--- src/rtl/clk_set_ctrl_if.sv ---
// Button/clock-config bus between the set-mode controller and its surroundings.
// slave: the controller itself. master: the button/clock side that drives it.
interface clk_set_ctrl_if;
  logic       btn_mode;
  logic       btn_inc;
  logic       btn_dec;
  logic [5:0] seconds_in;
  logic [5:0] minutes_in;
  logic       load_out;
  logic [1:0] addrs_out;
  logic [5:0] data_out;
  logic       editing;
  logic       field_sel;
  logic [5:0] edit_value;

  modport slave (
    input  btn_mode, btn_inc, btn_dec, seconds_in, minutes_in,
    output load_out, addrs_out, data_out, editing, field_sel, edit_value
  );

  modport master (
    output btn_mode, btn_inc, btn_dec, seconds_in, minutes_in,
    input  load_out, addrs_out, data_out, editing, field_sel, edit_value
  );
endinterface

--- src/rtl/clk_set_ctrl.sv ---
// clk_set_ctrl: push-button set-mode controller for the real-time clock.
// Edits minutes then seconds, then commits with three load beats
// (minutes, seconds, time-base clear).
// Optional feature macro: CLK_SET_CTRL_TIMEOUT_EN abandons an idle edit.
module clk_set_ctrl #(
  parameter int REPEAT_CYCLES  = 25_000_000,
  parameter int TIMEOUT_CYCLES = 500_000_000
) (
  input  logic           clk,
  input  logic           reset,
  clk_set_ctrl_if.slave  bus
);

  typedef enum logic [2:0] {
    RUN, SET_MIN, SET_SEC, WR_MIN, WR_SEC, WR_TB
  } state_t;

  localparam int RW = (REPEAT_CYCLES > 1) ? $clog2(REPEAT_CYCLES) : 1;
  localparam logic [RW-1:0] REP_LAST = RW'(REPEAT_CYCLES - 1);

  // Zero or negative cycle counts would make the counters meaningless.
  if (REPEAT_CYCLES < 1 || TIMEOUT_CYCLES < 1) begin : g_param_chk
    $error("clk_set_ctrl: REPEAT_CYCLES and TIMEOUT_CYCLES must be >= 1");
  end

  function automatic logic [5:0] clamp59(input logic [5:0] v);
    return (v > 6'd59) ? 6'd59 : v;
  endfunction

  function automatic logic [5:0] up59(input logic [5:0] v);
    return (v >= 6'd59) ? 6'd0 : v + 6'd1;
  endfunction

  function automatic logic [5:0] dn59(input logic [5:0] v);
    return (v == 6'd0 || v > 6'd59) ? 6'd59 : v - 6'd1;
  endfunction

  state_t          state_q, state_d;
  logic [2:0]      btn_q;            // {mode, inc, dec} previous levels
  logic [2:0]      btn, press;
  logic [5:0]      edit_min_q, edit_min_d;
  logic [5:0]      edit_sec_q, edit_sec_d;
  logic [RW-1:0]   rep_q, rep_d;
  logic            step_up, step_dn;
  logic            load_q;
  logic [1:0]      addrs_q;
  logic [5:0]      data_q;
  logic            editing_q, field_sel_q;
  logic [5:0]      edit_value_q;

`ifdef CLK_SET_CTRL_TIMEOUT_EN
  localparam int TW = (TIMEOUT_CYCLES > 1) ? $clog2(TIMEOUT_CYCLES) : 1;
  localparam logic [TW-1:0] TO_LAST = TW'(TIMEOUT_CYCLES - 1);
  logic [TW-1:0] to_q, to_d;
`endif

  assign btn   = {bus.btn_mode, bus.btn_inc, bus.btn_dec};
  assign press = btn & ~btn_q;

  // Next-state, field edits and auto-repeat counting.
  always_comb begin
    state_d    = state_q;
    edit_min_d = edit_min_q;
    edit_sec_d = edit_sec_q;
    rep_d      = '0;
    step_up    = 1'b0;
    step_dn    = 1'b0;
`ifdef CLK_SET_CTRL_TIMEOUT_EN
    to_d       = '0;
`endif
    case (state_q)
      RUN: begin
        if (press[2]) begin
          edit_min_d = clamp59(bus.minutes_in);
          edit_sec_d = clamp59(bus.seconds_in);
          state_d    = SET_MIN;
        end
      end
      SET_MIN, SET_SEC: begin
        if (press[2]) begin
          // mode wins over any simultaneous inc/dec
          state_d = (state_q == SET_MIN) ? SET_SEC : WR_MIN;
        end else if (btn[1] && btn[0]) begin
          // both held (or pressed together): hold value, counter stays clear
        end else if (press[1]) begin
          step_up = 1'b1;
        end else if (press[0]) begin
          step_dn = 1'b1;
        end else if (btn[1] ^ btn[0]) begin
          if (rep_q == REP_LAST) begin
            step_up = btn[1];
            step_dn = btn[0];
          end else begin
            rep_d = rep_q + RW'(1);
          end
        end
`ifdef CLK_SET_CTRL_TIMEOUT_EN
        // any press or held button counts as activity
        if (press == 3'b000 && !btn[1] && !btn[0]) begin
          if (to_q == TO_LAST) state_d = RUN;
          else                 to_d    = to_q + TW'(1);
        end
`endif
      end
      WR_MIN:  state_d = WR_SEC;
      WR_SEC:  state_d = WR_TB;
      WR_TB:   state_d = RUN;
      default: state_d = RUN;
    endcase

    if (state_q == SET_MIN) begin
      if (step_up) edit_min_d = up59(edit_min_q);
      if (step_dn) edit_min_d = dn59(edit_min_q);
    end else if (state_q == SET_SEC) begin
      if (step_up) edit_sec_d = up59(edit_sec_q);
      if (step_dn) edit_sec_d = dn59(edit_sec_q);
    end
  end

  // FSM state and registered outputs, decoded from the next state so the
  // first load beat appears on the cycle after the committing mode press.
  always_ff @(posedge clk) begin
    if (reset) begin
      btn_q        <= 3'b111;  // a button held through reset is not a press
      state_q      <= RUN;
      edit_min_q   <= '0;
      edit_sec_q   <= '0;
      rep_q        <= '0;
      load_q       <= 1'b0;
      addrs_q      <= 2'b00;
      data_q       <= '0;
      editing_q    <= 1'b0;
      field_sel_q  <= 1'b0;
      edit_value_q <= '0;
`ifdef CLK_SET_CTRL_TIMEOUT_EN
      to_q         <= '0;
`endif
    end else begin
      btn_q        <= btn;
      state_q      <= state_d;
      edit_min_q   <= edit_min_d;
      edit_sec_q   <= edit_sec_d;
      rep_q        <= rep_d;
`ifdef CLK_SET_CTRL_TIMEOUT_EN
      to_q         <= to_d;
`endif
      editing_q    <= (state_d == SET_MIN) || (state_d == SET_SEC);
      field_sel_q  <= (state_d == SET_SEC);
      edit_value_q <= (state_q == SET_SEC) ? edit_sec_q : edit_min_q;
      case (state_d)
        WR_MIN: begin
          load_q  <= 1'b1;
          addrs_q <= 2'b10;
          data_q  <= edit_min_d;
        end
        WR_SEC: begin
          load_q  <= 1'b1;
          addrs_q <= 2'b01;
          data_q  <= edit_sec_d;
        end
        WR_TB: begin
          load_q  <= 1'b1;
          addrs_q <= 2'b00;
          data_q  <= '0;
        end
        default: begin
          load_q  <= 1'b0;
          addrs_q <= 2'b00;
          data_q  <= '0;
        end
      endcase
    end
  end

  assign bus.load_out   = load_q;
  assign bus.addrs_out  = addrs_q;
  assign bus.data_out   = data_q;
  assign bus.editing    = editing_q;
  assign bus.field_sel  = field_sel_q;
  assign bus.edit_value = edit_value_q;

endmodule

--- src/flat_wrapper.sv ---
// flat-port wrapper written by rule: the top's interface ports become plain ports
module clk_set_ctrl_flat 
#(
  parameter int REPEAT_CYCLES  = 25_000_000,
  parameter int TIMEOUT_CYCLES = 500_000_000
)
  (clk, reset, bus_btn_mode, bus_btn_inc, bus_btn_dec, bus_seconds_in, bus_minutes_in, bus_load_out, bus_addrs_out, bus_data_out, bus_editing, bus_field_sel, bus_edit_value);
  clk_set_ctrl_if bus_i ();
  input  logic clk;
  input  logic reset;
  input wire logic [$bits(bus_i.btn_mode)-1:0] bus_btn_mode;
  input wire logic [$bits(bus_i.btn_inc)-1:0] bus_btn_inc;
  input wire logic [$bits(bus_i.btn_dec)-1:0] bus_btn_dec;
  input wire logic [$bits(bus_i.seconds_in)-1:0] bus_seconds_in;
  input wire logic [$bits(bus_i.minutes_in)-1:0] bus_minutes_in;
  output wire logic [$bits(bus_i.load_out)-1:0] bus_load_out;
  output wire logic [$bits(bus_i.addrs_out)-1:0] bus_addrs_out;
  output wire logic [$bits(bus_i.data_out)-1:0] bus_data_out;
  output wire logic [$bits(bus_i.editing)-1:0] bus_editing;
  output wire logic [$bits(bus_i.field_sel)-1:0] bus_field_sel;
  output wire logic [$bits(bus_i.edit_value)-1:0] bus_edit_value;
  assign bus_i.btn_mode = bus_btn_mode;
  assign bus_i.btn_inc = bus_btn_inc;
  assign bus_i.btn_dec = bus_btn_dec;
  assign bus_i.seconds_in = bus_seconds_in;
  assign bus_i.minutes_in = bus_minutes_in;
  assign bus_load_out = bus_i.load_out;
  assign bus_addrs_out = bus_i.addrs_out;
  assign bus_data_out = bus_i.data_out;
  assign bus_editing = bus_i.editing;
  assign bus_field_sel = bus_i.field_sel;
  assign bus_edit_value = bus_i.edit_value;
  clk_set_ctrl #(.REPEAT_CYCLES(REPEAT_CYCLES), .TIMEOUT_CYCLES(TIMEOUT_CYCLES)) u_core (.clk(clk), .reset(reset), .bus(bus_i));
endmodule
--- config.mk ---
export PLATFORM = sky130hd
export DESIGN_NAME = clk_set_ctrl_flat
export DESIGN_NICKNAME = d
export VERILOG_FILES = /design/src/rtl/clk_set_ctrl_if.sv /design/src/rtl/clk_set_ctrl.sv /design/src/flat_wrapper.sv
export SDC_FILE = /design/constraint.sdc
export NUM_CORES = 1
export LEC_CHECK = 0
export BUFFER_PORTS_ARGS = -buffer_cell sky130_fd_sc_hd__buf_2
export CAP_MARGIN = 20
export CORE_MARGIN = 10
export CORE_UTILIZATION = 39
export DETAILED_ROUTE_END_ITERATION = 6
export PLACE_DENSITY = 0.63
export SLEW_MARGIN = 10
export SYNTH_ARGS = -nofsm -noshare
export SYNTH_HDL_FRONTEND = slang
export SYNTH_SLANG_ARGS = --single-unit
--- constraint.sdc ---
create_clock -name clk -period 1.85 [get_ports clk]
set_input_delay 0.2775 -clock clk [delete_from_list [all_inputs] [get_ports clk]]
set_output_delay 0.2775 -clock clk [all_outputs]
set_load 0.1 [all_outputs]
==> results.py, run 1 <==
metrics = {
    "logic_synthesis": {
        "avgSynthCellArea_sq_um": 8.26,
        "synth_flop_cell": "dfxtp_1",
        "netlist_instances": 396,
        "yosysWarnings": 0,
        "yosysTopAreaCell": "dfxtp_1",
        "yosys-top-cells-count": "dfxtp_1 (60), nor2_1 (42), nand2_1 (39)",
        "synth_fp_nets": 421,
        "synth.area.top_cells": "dfxtp_1 (37%), xor2_1 (5.1%), nor2_1 (4.8%), nand2_1 (4.5%), xnor2_1 (3.5%)",
        "seq_area_frac_synth_pct": 36.7,
        "ys_seq_elements": 60,
        "synth_edf_count": 0,
        "synth_top_area_share_pct": 36.7,
        "ys_async_sr_fraction_pct": 0,
        "yosysUniqueCellTypes": 54,
        "yosysMostFrequentCell": "dfxtp_1",
        "synth_area_sq_um": 3270,
    },
    "hold_path": {
        "holdPathStages": 3,
        "hp-start": "bus_btn_mode",
        "hold_path_class": "in -> reg",
    },
    "clocking": {
        "clockBufferDepth": 2,
        "clk_latency_ns": 0.35,
        "clock_sinks": 60,
        "clockRootBuffer": "clkbuf_8",
        "cts_buffers": 9,
        "postCtsHoldBufs": 0,
        "path_clk_slew_ns": 0.07,
        "htree_levels": 3,
        "cts_tree": "yes",
    },
    "timing": {
        "worstMarginPinSlew_ns": 0.496,
        "hold_viol": 0,
        "hold-worst-slack_ns": 0.220,
        "period_minus_slack_ns": 2.01,
        "rsz0062_at_grt": "true",
        "max_freq_ghz": 0.496,
        "setup_viol": 40,
        "fin_crit_sh_pct": 109,
        "drv_slew": 0,
        "skew_ns": 0.0106,
        "relSlewSlack_pct": 67.2,
        "finalWorstSetupSlack_ns": -0.165,
    },
    "place": {
        "dp.cells": 590,
        "dpl.hpwl_mm": 6.57,
        "io_buffers": 33,
        "gp_congestion": 0.895,
    },
    "setup_path": {
        "arrival_ns": 2.28,
        "endpoint_kind": "flip-flop",
        "reg2reg_from": "u_core.rep_q[0]",
        "crit_end": "u_core.edit_min_q[0]",
        "required_ns": 2.12,
        "crit_type": "reg -> reg",
        "crit_path_start_kind": "flip-flop",
        "r2r_end": "u_core.edit_min_q[0]",
        "cp-startpoint": "u_core.rep_q[0]",
        "reg2reg_depth": 9,
        "rrSetupSlack_ns": -0.16,
        "critical_path.max_fanout": 5,
    },
    "drt": {
        "drc_errors": 0,
        "wl_mm": 9.67,
        "vias_per_cell": 5.27,
        "antenna_left": 0,
        "via_count": 3256,
        "drt_iter0_drc": 136,
        "routedWlPerCell_um": 15.6,
        "firstDrtPassIters": 4,
    },
    "floorplanning": {
        "die_w_um": 112,
        "start_util_pct": 40.0,
        "coreArea_sq_um": 8180,
        "rows": 33,
        "die_area_sq_um": 12400,
        "die_y_um": 112,
        "ios": 34,
    },
    "final_layout": {
        "nNetsFinal": 533,
        "drive_gt1_share_pct": 40.7,
        "finish.utilization_pct": 58.0,
        "fin_cells": 618,
        "n_antenna_cell": 0,
        "nFillCells": 754,
        "syn_to_final_growth_pct": 45.1,
    },
    "grt": {
        "antenna_found_initial": 0,
        "first_global_vias": 3325,
        "grtUsageTotal_pct": 14.8,
        "busiest_layer": "met2",
        "grt_overflow_total": 0,
        "grt_max_degree": 26,
        "grt.met2_usage_pct": 25.8,
        "grtUsageMet3_pct": 4.99,
        "grt_first_pass_wirelength_mm": 15.6,
        "grt_use_met1_pct": 16.0,
    },
    "job": {
        "maxCapViolCount": 0,
    },
    "pwr": {
        "p_leak_nw": 2.04,
        "ir_drop_mv": 0.609,
        "p_per_area_nw_per_um2": 641,
    },
    "run_status": {
        "outcome": "finished with violations",
        "violations": "setup timing",
    },
}
[layer usage]
| metal | up-vias | part of all wire (%) |
|---|---|---|
| met2 | 89 | 51 |
| li1 | 1621 | - |
| met4 | 0 | 2.5 |
| met3 | 25 | 5.5 |
| met1 | 1521 | 41 |
| met5 | - | 0 |
[metrics by stage]
stage	setup TNS (ns)	cell area, sq um	setup slack [ns]	total power, mW
detailed placement	-7.29	4070	-0.224	1.68
floorplan	-0.860	3300	-0.0410	1.57
finish	-2.21	4740	-0.165	3.04
global route	-5.13	4740	-0.234	3.15
CTS	-1.92	4500	-0.138	3.02
global placement	-6.48	4070	-0.230	1.67
[worst min path at each step]
| stage | slack, ns | endpoint |
|---|---|---|
| 2_1_floorplan | 0.38 | u_core.btn_q[0] |
| 3_3_place_gp | 0.49 | u_core.bus.edit_value[4] |
| 3_5_place_dp | 0.49 | u_core.bus.edit_value[4] |
| 4_1_cts | 0.21 | u_core.btn_q[2] |
| 5_1_grt | 0.22 | u_core.btn_q[2] |
| 6_report | 0.22 | u_core.btn_q[2] |
[cell type report]
type | instances | area (sq um) | area share, %
clock buffer | 12 | 145 | 3.06
clock inverter | 4 | 72.6 | 1.53
inverter | 14 | 52.6 | 1.11
multi-input combinational | 303 | 2250 | 47.4
sequential | 60 | 1210 | 25.5
tap | 105 | 131 | 2.77
timing repair buffer | 120 | 883 | 18.6
[cell families (layout without fill, tap and decap cells)]
| family | after synthesis | count (layout) | share of synthesized area, % |
|---|---|---|---|
| and+or+nand+nor | 174 | 174 | 27.5 |
| AOI/OAI and AO/OA | 78 | 78 | 16.2 |
| DFF | 60 | 60 | 36.7 |
| buffers and inverters | 33 | 150 | 4.48 |
| xor gates and xnor gates | 32 | 32 | 8.57 |
| muxes | 11 | 11 | 3.48 |
| adders and majority gates | 8 | 8 | 3.06 |
[timing repair]
item | 4_1_cts | 5_1_grt
buffers inserted | 8 | 3
endpoints found under the setup margin | 42 | 43
gates cloned | 0 | 2
pin swaps | 26 | 29
gates resized for setup | 34 | 49
[flip-flops by register name, indices dropped and copies added (netlist names)]
register,cells
u_core.edit_min_q,6
u_core.rep_q,25
u_core.bus.field_sel,1
u_core.bus.edit_value,6
u_core.edit_sec_q,6
u_core.btn_q,3
u_core.bus.editing,1
u_core.state_q,3
u_core.bus.addrs_out,2
u_core.bus.data_out,6
u_core.bus.load_out,1
[power breakdown]
| group | total (mW) | leakage [nW] | internal, mW | switching [mW] |
|---|---|---|---|---|
| clock network | 1.33 | 0.107 | 0.794 | 0.535 |
| logic | 0.378 | 1.44 | 0.169 | 0.209 |
| registers | 1.33 | 0.489 | 1.31 | 0.0219 |
[placed cells by master, fill, tap and decap left out, types with 3 or more instances in the layout]
| cell type | synthesis | layout |
|---|---|---|
| and3_1 | 8 | 7 |
| dfxtp_1 | 60 | 52 |
| nand2_2 | 1 | 3 |
| dfxtp_2 | 0 | 8 |
| nand2_1 | 39 | 33 |
| buf_2 | 3 | 33 |
| nand3_1 | 19 | 18 |
| nand4_1 | 9 | 9 |
| xnor2_1 | 13 | 13 |
| nand3b_1 | 4 | 4 |
| nor2_1 | 42 | 26 |
| clkbuf_8 | 0 | 10 |
| nand2_4 | 0 | 4 |
| nor2_2 | 0 | 15 |
| buf_6 | 2 | 6 |
| nand2b_1 | 8 | 8 |
| a21oi_2 | 0 | 4 |
| inv_1 | 14 | 14 |
| a21oi_1 | 21 | 17 |
| o21ai_0 | 16 | 12 |
| a211oi_2 | 1 | 4 |
| a22o_1 | 5 | 4 |
| or3_1 | 3 | 3 |
| a21o_1 | 5 | 5 |
| mux2i_1 | 8 | 7 |
| xor2_1 | 19 | 19 |
| ha_1 | 8 | 6 |
| and2_1 | 6 | 6 |
| a31oi_1 | 5 | 3 |
| buf_4 | 1 | 78 |
| or2_2 | 5 | 5 |
| nor3_1 | 11 | 11 |
[critical path: stages, from the launching register on]
cell and delay [ns]:
dfxtp_2 0.36, ha_4 0.14, and4_4 0.21, buf_4 0.12
nand2_4 0.05, o311ai_4 0.41, buf_4 0.20, a2bb2oi_4 0.05
a211o_1 0.23, a31oi_1 0.16
Power figures use the tool's default switching activity.
==> run 2, diff against run 1 <==
Settings changed: CORE_UTILIZATION 39 to 55, PLACE_DENSITY 0.63 to 0.79.
Clock period 1.85 ns to 2.4 ns, I/O delays scaled along.
==> run 2 against run 1 <==
Net effect:
- the flow now finishes without violations
- core utilization grew 5.4 points
- sequential share of layout area increased by 6.9 points
- critical path type unchanged
- wire length decreased by 17%
- non-clock buffer count is 73 lower
- first-iteration DRC count is 78% higher
- clock power down 40%
==> results.py, run 2 (synthesis gave the netlist of run 1 again) <==
metrics = {
    "run_status": {
        "outcome": "complete, no violations",
    },
    "final_layout": {
        "nNetsFinal": 460,
        "n_antenna_cell": 0,
        "final_cell_mix": "dfxtp_1 (60), nor2_1 (42), nand2_1 (39)",
        "fin_area_sq_um": 3710,
        "syn_to_final_growth_pct": 13.4,
        "largest_reg_flops": 25,
        "drive_gt1_share_pct": 16.8,
        "layout_commonest_cell": "dfxtp_1",
        "finish.utilization_pct": 63.4,
        "regMostFlops": "u_core.rep_q",
    },
    "timing": {
        "setup_viol": 0,
        "finalWorstSetupSlack_ns": 0.244,
        "skew_ns": 0.00898,
        "period_minus_slack_ns": 2.16,
        "setup_tns_ns": 0,
        "relSlewSlack_pct": 63.3,
        "drv_slew": 0,
        "hold_viol": 0,
        "fin_crit_sh_pct": 89.8,
        "rsz0062_at_grt": "false",
        "max_freq_ghz": 0.464,
        "worstMarginPinSlew_ns": 0.550,
    },
    "floorplanning": {
        "die_w_um": 97.1,
        "rows": 28,
        "die_y_um": 97.1,
        "coreArea_sq_um": 5850,
        "start_util_pct": 55.9,
        "die_area_sq_um": 9430,
        "ios": 34,
    },
    "setup_path": {
        "crit_type": "reg -> reg",
        "crit_path_start_kind": "flip-flop",
        "critical_path.max_fanout": 9,
        "endpoint_kind": "flip-flop",
        "arrival_ns": 2.41,
        "required_ns": 2.65,
    },
    "hold_path": {
        "hold_path_class": "in -> reg",
    },
    "grt": {
        "grtUsageTotal_pct": 16.8,
        "antenna_found_initial": 0,
        "first_global_vias": 2928,
        "grt_first_pass_wirelength_mm": 13.6,
        "grt_max_degree": 32,
        "grt_overflow_total": 0,
    },
    "place": {
        "placed_cell_area_sq_um": 3530,
        "pre_cts_ws_ns": 0.184,
        "gp_congestion": 0.935,
        "dpl.hpwl_mm": 5.91,
        "io_buffers": 33,
    },
    "pwr": {
        "ir_drop_mv": 0.381,
        "power.total_mw": 2.04,
        "p_leak_nw": 1.49,
        "p_per_area_nw_per_um2": 551,
    },
    "drt": {
        "firstDrtPassIters": 5,
        "routedWlPerCell_um": 15.6,
        "via_count": 3013,
        "drc_errors": 0,
        "drt_iter0_drc": 242,
        "vias_per_cell": 5.85,
        "wl_mm": 8.03,
        "antenna_left": 0,
    },
    "clocking": {
        "clk_latency_ns": 0.34,
        "path_clk_slew_ns": 0.07,
        "clock_sinks": 60,
        "ctsResizeCount": 0,
        "postCtsHoldBufs": 0,
        "cts_tree": "yes",
        "clockBufferDepth": 2,
        "clockRootBuffer": "clkbuf_8",
        "htree_levels": 3,
        "cts_buffers": 9,
    },
    "job": {
        "maxCapViolCount": 0,
    },
}
[run 2: cell type report]
type / count / area, sq um
repair buffers: 47 / 270
multi-input cells: 303 / 1920
well taps: 75 / 93.8
fillers: 528 / 2140
inverters: 14 / 52.6
clock inverters: 5 / 27.5
clock buffers: 11 / 141
flip-flops and latches: 60 / 1200
[run 2: repair_timing]
item                                    in CTS  in global routing
endpoints found under the hold margin        0                  0
setup buffers                                0                  1
endpoints found under the setup margin       0                  9
[run 2: path summary, 6_finish.rpt]
| kind | to | slack, ns | from | depth (start not counted) |
|---|---|---|---|---|
| setup / recovery | u_core.edit_sec_q[1] | 0.24 | u_core.rep_q[0] | 7 |
| hold / removal | u_core.btn_q[2] | 0.23 | bus_btn_mode | 2 |
| setup reg to reg | u_core.edit_sec_q[1] | 0.24 | u_core.rep_q[0] | 7 |
| hold reg to reg | u_core.rep_q[0] | 0.47 | u_core.rep_q[0] | 1 |
[run 2: where the power goes]
group	total (mW)	internal, mW	switching [mW]
combinational	0.221	0.0897	0.131
clock	0.793	0.395	0.398
sequential	1.03	1.01	0.0197
total	2.04	1.50	0.549
[run 2: critical path, cell delays in order (launching register included)]
cell	delay (ns)
dfxtp_1	0.37
ha_1	0.21
and4_1	0.28
nand2_1	0.18
o311ai_4	0.40
nand2_2	0.19
a21o_1	0.22
a211oi_1	0.20
[run 2: routing by layer]
metal	share of wire, %	global-route usage [%]	vias to the layer above
met4	2.6	7.15	0
met2	49	28.8	104
li1	-	-	1478
met5	0	0	-
met1	42	19.1	1404
met3	6.5	4.62	27
[run 2: metrics by stage]
step           instances  hold slack [ns]
2_1_floorplan        396            0.426
3_3_place_gp         498            0.439
3_5_place_dp         498            0.459
4_1_cts              514            0.218
5_1_grt              515            0.219
6_report             515            0.227
==> run 3, diff against run 2 <==
Settings changed: CELL_PAD_IN_SITES_DETAIL_PLACEMENT set to 1, CELL_PAD_IN_SITES_GLOBAL_PLACEMENT set to 1, CORE_UTILIZATION 55 to 47, PLACE_DENSITY 0.79 to 0.88.
==> run 3 against run 2 <==
Net effect:
- clock power up 15%
- largest cell class unchanged
- sequential power about the same
- via count up 1.4%
- non-clock buffer count is the same
- count of clock-buffer cells in the layout down 1
==> results.py, run 3 (synthesis gave the netlist of run 1 again) <==
metrics = {
    "place": {
        "io_buffers": 33,
        "dpl.hpwl_mm": 7.16,
        "dp.cells": 518,
        "gp_congestion": 0.862,
    },
    "setup_path": {
        "crit_path_start_kind": "flip-flop",
        "required_ns": 2.64,
        "rrSetupSlack_ns": 0.11,
        "arrival_ns": 2.53,
        "crit_type": "reg -> reg",
        "r2r_end": "u_core.bus.data_out[3]",
        "endpoint_kind": "flip-flop",
        "reg2reg_from": "u_core.rep_q[6]",
        "reg2reg_depth": 7,
        "critical_path.max_fanout": 6,
    },
    "floorplanning": {
        "start_util_pct": 48.1,
        "ios": 34,
        "die_area_sq_um": 10700,
        "coreArea_sq_um": 6790,
        "rows": 30,
        "die_y_um": 103,
        "die_w_um": 103,
    },
    "clocking": {
        "clock_sinks": 60,
        "cts_buffers": 9,
        "clockRootBuffer": "clkbuf_8",
        "cts_tree": "yes",
        "ctsResizeCount": 0,
        "clockBufferDepth": 2,
        "clk_latency_ns": 0.35,
        "htree_levels": 3,
        "path_clk_slew_ns": 0.07,
    },
    "drt": {
        "vias_per_cell": 5.71,
        "antenna_left": 0,
        "routedWlPerCell_um": 17.9,
        "firstDrtPassIters": 4,
        "wl_mm": 9.56,
        "via_count": 3055,
        "drc_errors": 0,
        "drt_iter0_drc": 120,
    },
    "final_layout": {
        "regMostFlops": "u_core.rep_q",
        "layout_commonest_cell": "dfxtp_1",
        "n_antenna_cell": 0,
        "finish.utilization_pct": 55.3,
        "drive_gt1_share_pct": 16.9,
        "final_cell_mix": "dfxtp_1 (60), nor2_1 (42), nand2_1 (39)",
        "fin_cells": 535,
        "syn_to_final_growth_pct": 14.9,
        "largest_reg_flops": 25,
        "ff_latch_area_sq_um": 1200,
        "multi_input_area_sq_um": 1920,
        "nFillCells": 844,
        "nNetsFinal": 460,
    },
    "pwr": {
        "ir_drop_mv": 0.289,
        "clock_power_share_pct": 42.0,
        "p_per_area_nw_per_um2": 578,
        "combinationalPowerShare_pct": 10.6,
        "p_leak_nw": 1.50,
        "p_sw_mw": 0.574,
        "p_seq_share_pct": 47.5,
        "p_sw_share_pct": 26.4,
        "power.total_mw": 2.17,
        "intPower_mw": 1.60,
    },
    "job": {
        "maxCapViolCount": 0,
    },
    "grt": {
        "grtUsageTotal_pct": 18.6,
        "antenna_found_initial": 0,
        "grt_max_degree": 32,
        "first_global_vias": 3191,
        "grt_overflow_total": 0,
        "grt_first_pass_wirelength_mm": 15.6,
    },
    "timing": {
        "fin_crit_sh_pct": 95.3,
        "relSlewSlack_pct": 62.0,
        "drv_slew": 0,
        "setup_viol": 0,
        "worstMarginPinSlew_ns": 0.571,
        "period_minus_slack_ns": 2.29,
        "max_freq_ghz": 0.437,
        "skew_ns": 0.0116,
        "hold_viol": 0,
    },
    "hold_path": {
        "hp-start": "bus_btn_mode",
        "holdPathEnd": "u_core.btn_q[2]",
        "hold_path_class": "in -> reg",
        "holdPathStages": 2,
    },
    "run_status": {
        "outcome": "complete, no violations",
    },
}
==> run 3: final cells by class <==
| class | instances | area share (%) |
|---|---|---|
| Multi-Input combinational cell | 303 | 51.2 |
| Sequential cell | 60 | 32.0 |
| Timing Repair Buffer | 47 | 7.20 |
| Clock buffer | 10 | 3.66 |
| Tap cell | 96 | 3.20 |
| Clock inverter | 5 | 1.40 |
| Inverter | 14 | 1.40 |
==> run 3: worst max path at each step <==
stage	startpoint	endpoint	slack, ns	depth (start not counted)
3_5_place_dp	u_core.rep_q[6]	u_core.edit_sec_q[4]	0.08	6
3_3_place_gp	u_core.rep_q[0]	u_core.edit_sec_q[4]	0.19	7
6_report	u_core.rep_q[6]	u_core.bus.data_out[3]	0.11	7
2_1_floorplan	bus_btn_dec	u_core.rep_q[20]	0.41	6
5_1_grt	u_core.rep_q[6]	u_core.bus.data_out[3]	-0.01	7
4_1_cts	u_core.rep_q[6]	u_core.edit_sec_q[4]	0.08	6
==> run 3: stage by stage <==
| stage | worst slack, ns | area, sq um | setup TNS (ns) | hold WS (ns) |
|---|---|---|---|---|
| floorplan | 0.409 | 3270 | 0 | 0.426 |
| global placement | 0.194 | 3550 | 0 | 0.438 |
| detailed placement | 0.0828 | 3550 | 0 | 0.469 |
| CTS | 0.0782 | 3740 | 0 | 0.219 |
| global route | -0.0138 | 3760 | -0.0138 | 0.224 |
| finish | 0.114 | 3760 | 0 | 0.229 |
==> run 3: per-layer routing <==
layer  global-route usage (%)  vias up  wire length [um]
li1                         -     1477                 -
met1                     21.7     1472              4120
met2                     31.1       83              4740
met3                     5.58       23               436
met4                     7.81        0               265
met5                        0        -                 0
==> run 3: critical path, cell delays in order (launching register included) <==
cell     delay (ns)
dfxtp_1        0.37
nor4b_1        0.37
nand4_1        0.24
buf_4          0.22
o31ai_1        0.32
and3_1         0.28
a22oi_1        0.14
a22o_1         0.24
==> run 3: what timing repair did <==
| item | 4_1_cts | 5_1_grt |
|---|---|---|
| hold buffers | 0 | 0 |
| endpoints found under the setup margin | 0 | 5 |
| buffers inserted | 0 | 2 |
==> run 3: power groups by stage <==
stage	registers, mW	clock network [mW]	logic (mW)
floorplan	1.07	0	0.141
global placement	1.05	0	0.216
detailed placement	1.05	0	0.224
CTS	1.03	0.930	0.227
global route	1.03	0.986	0.254
finish	1.03	0.911	0.230
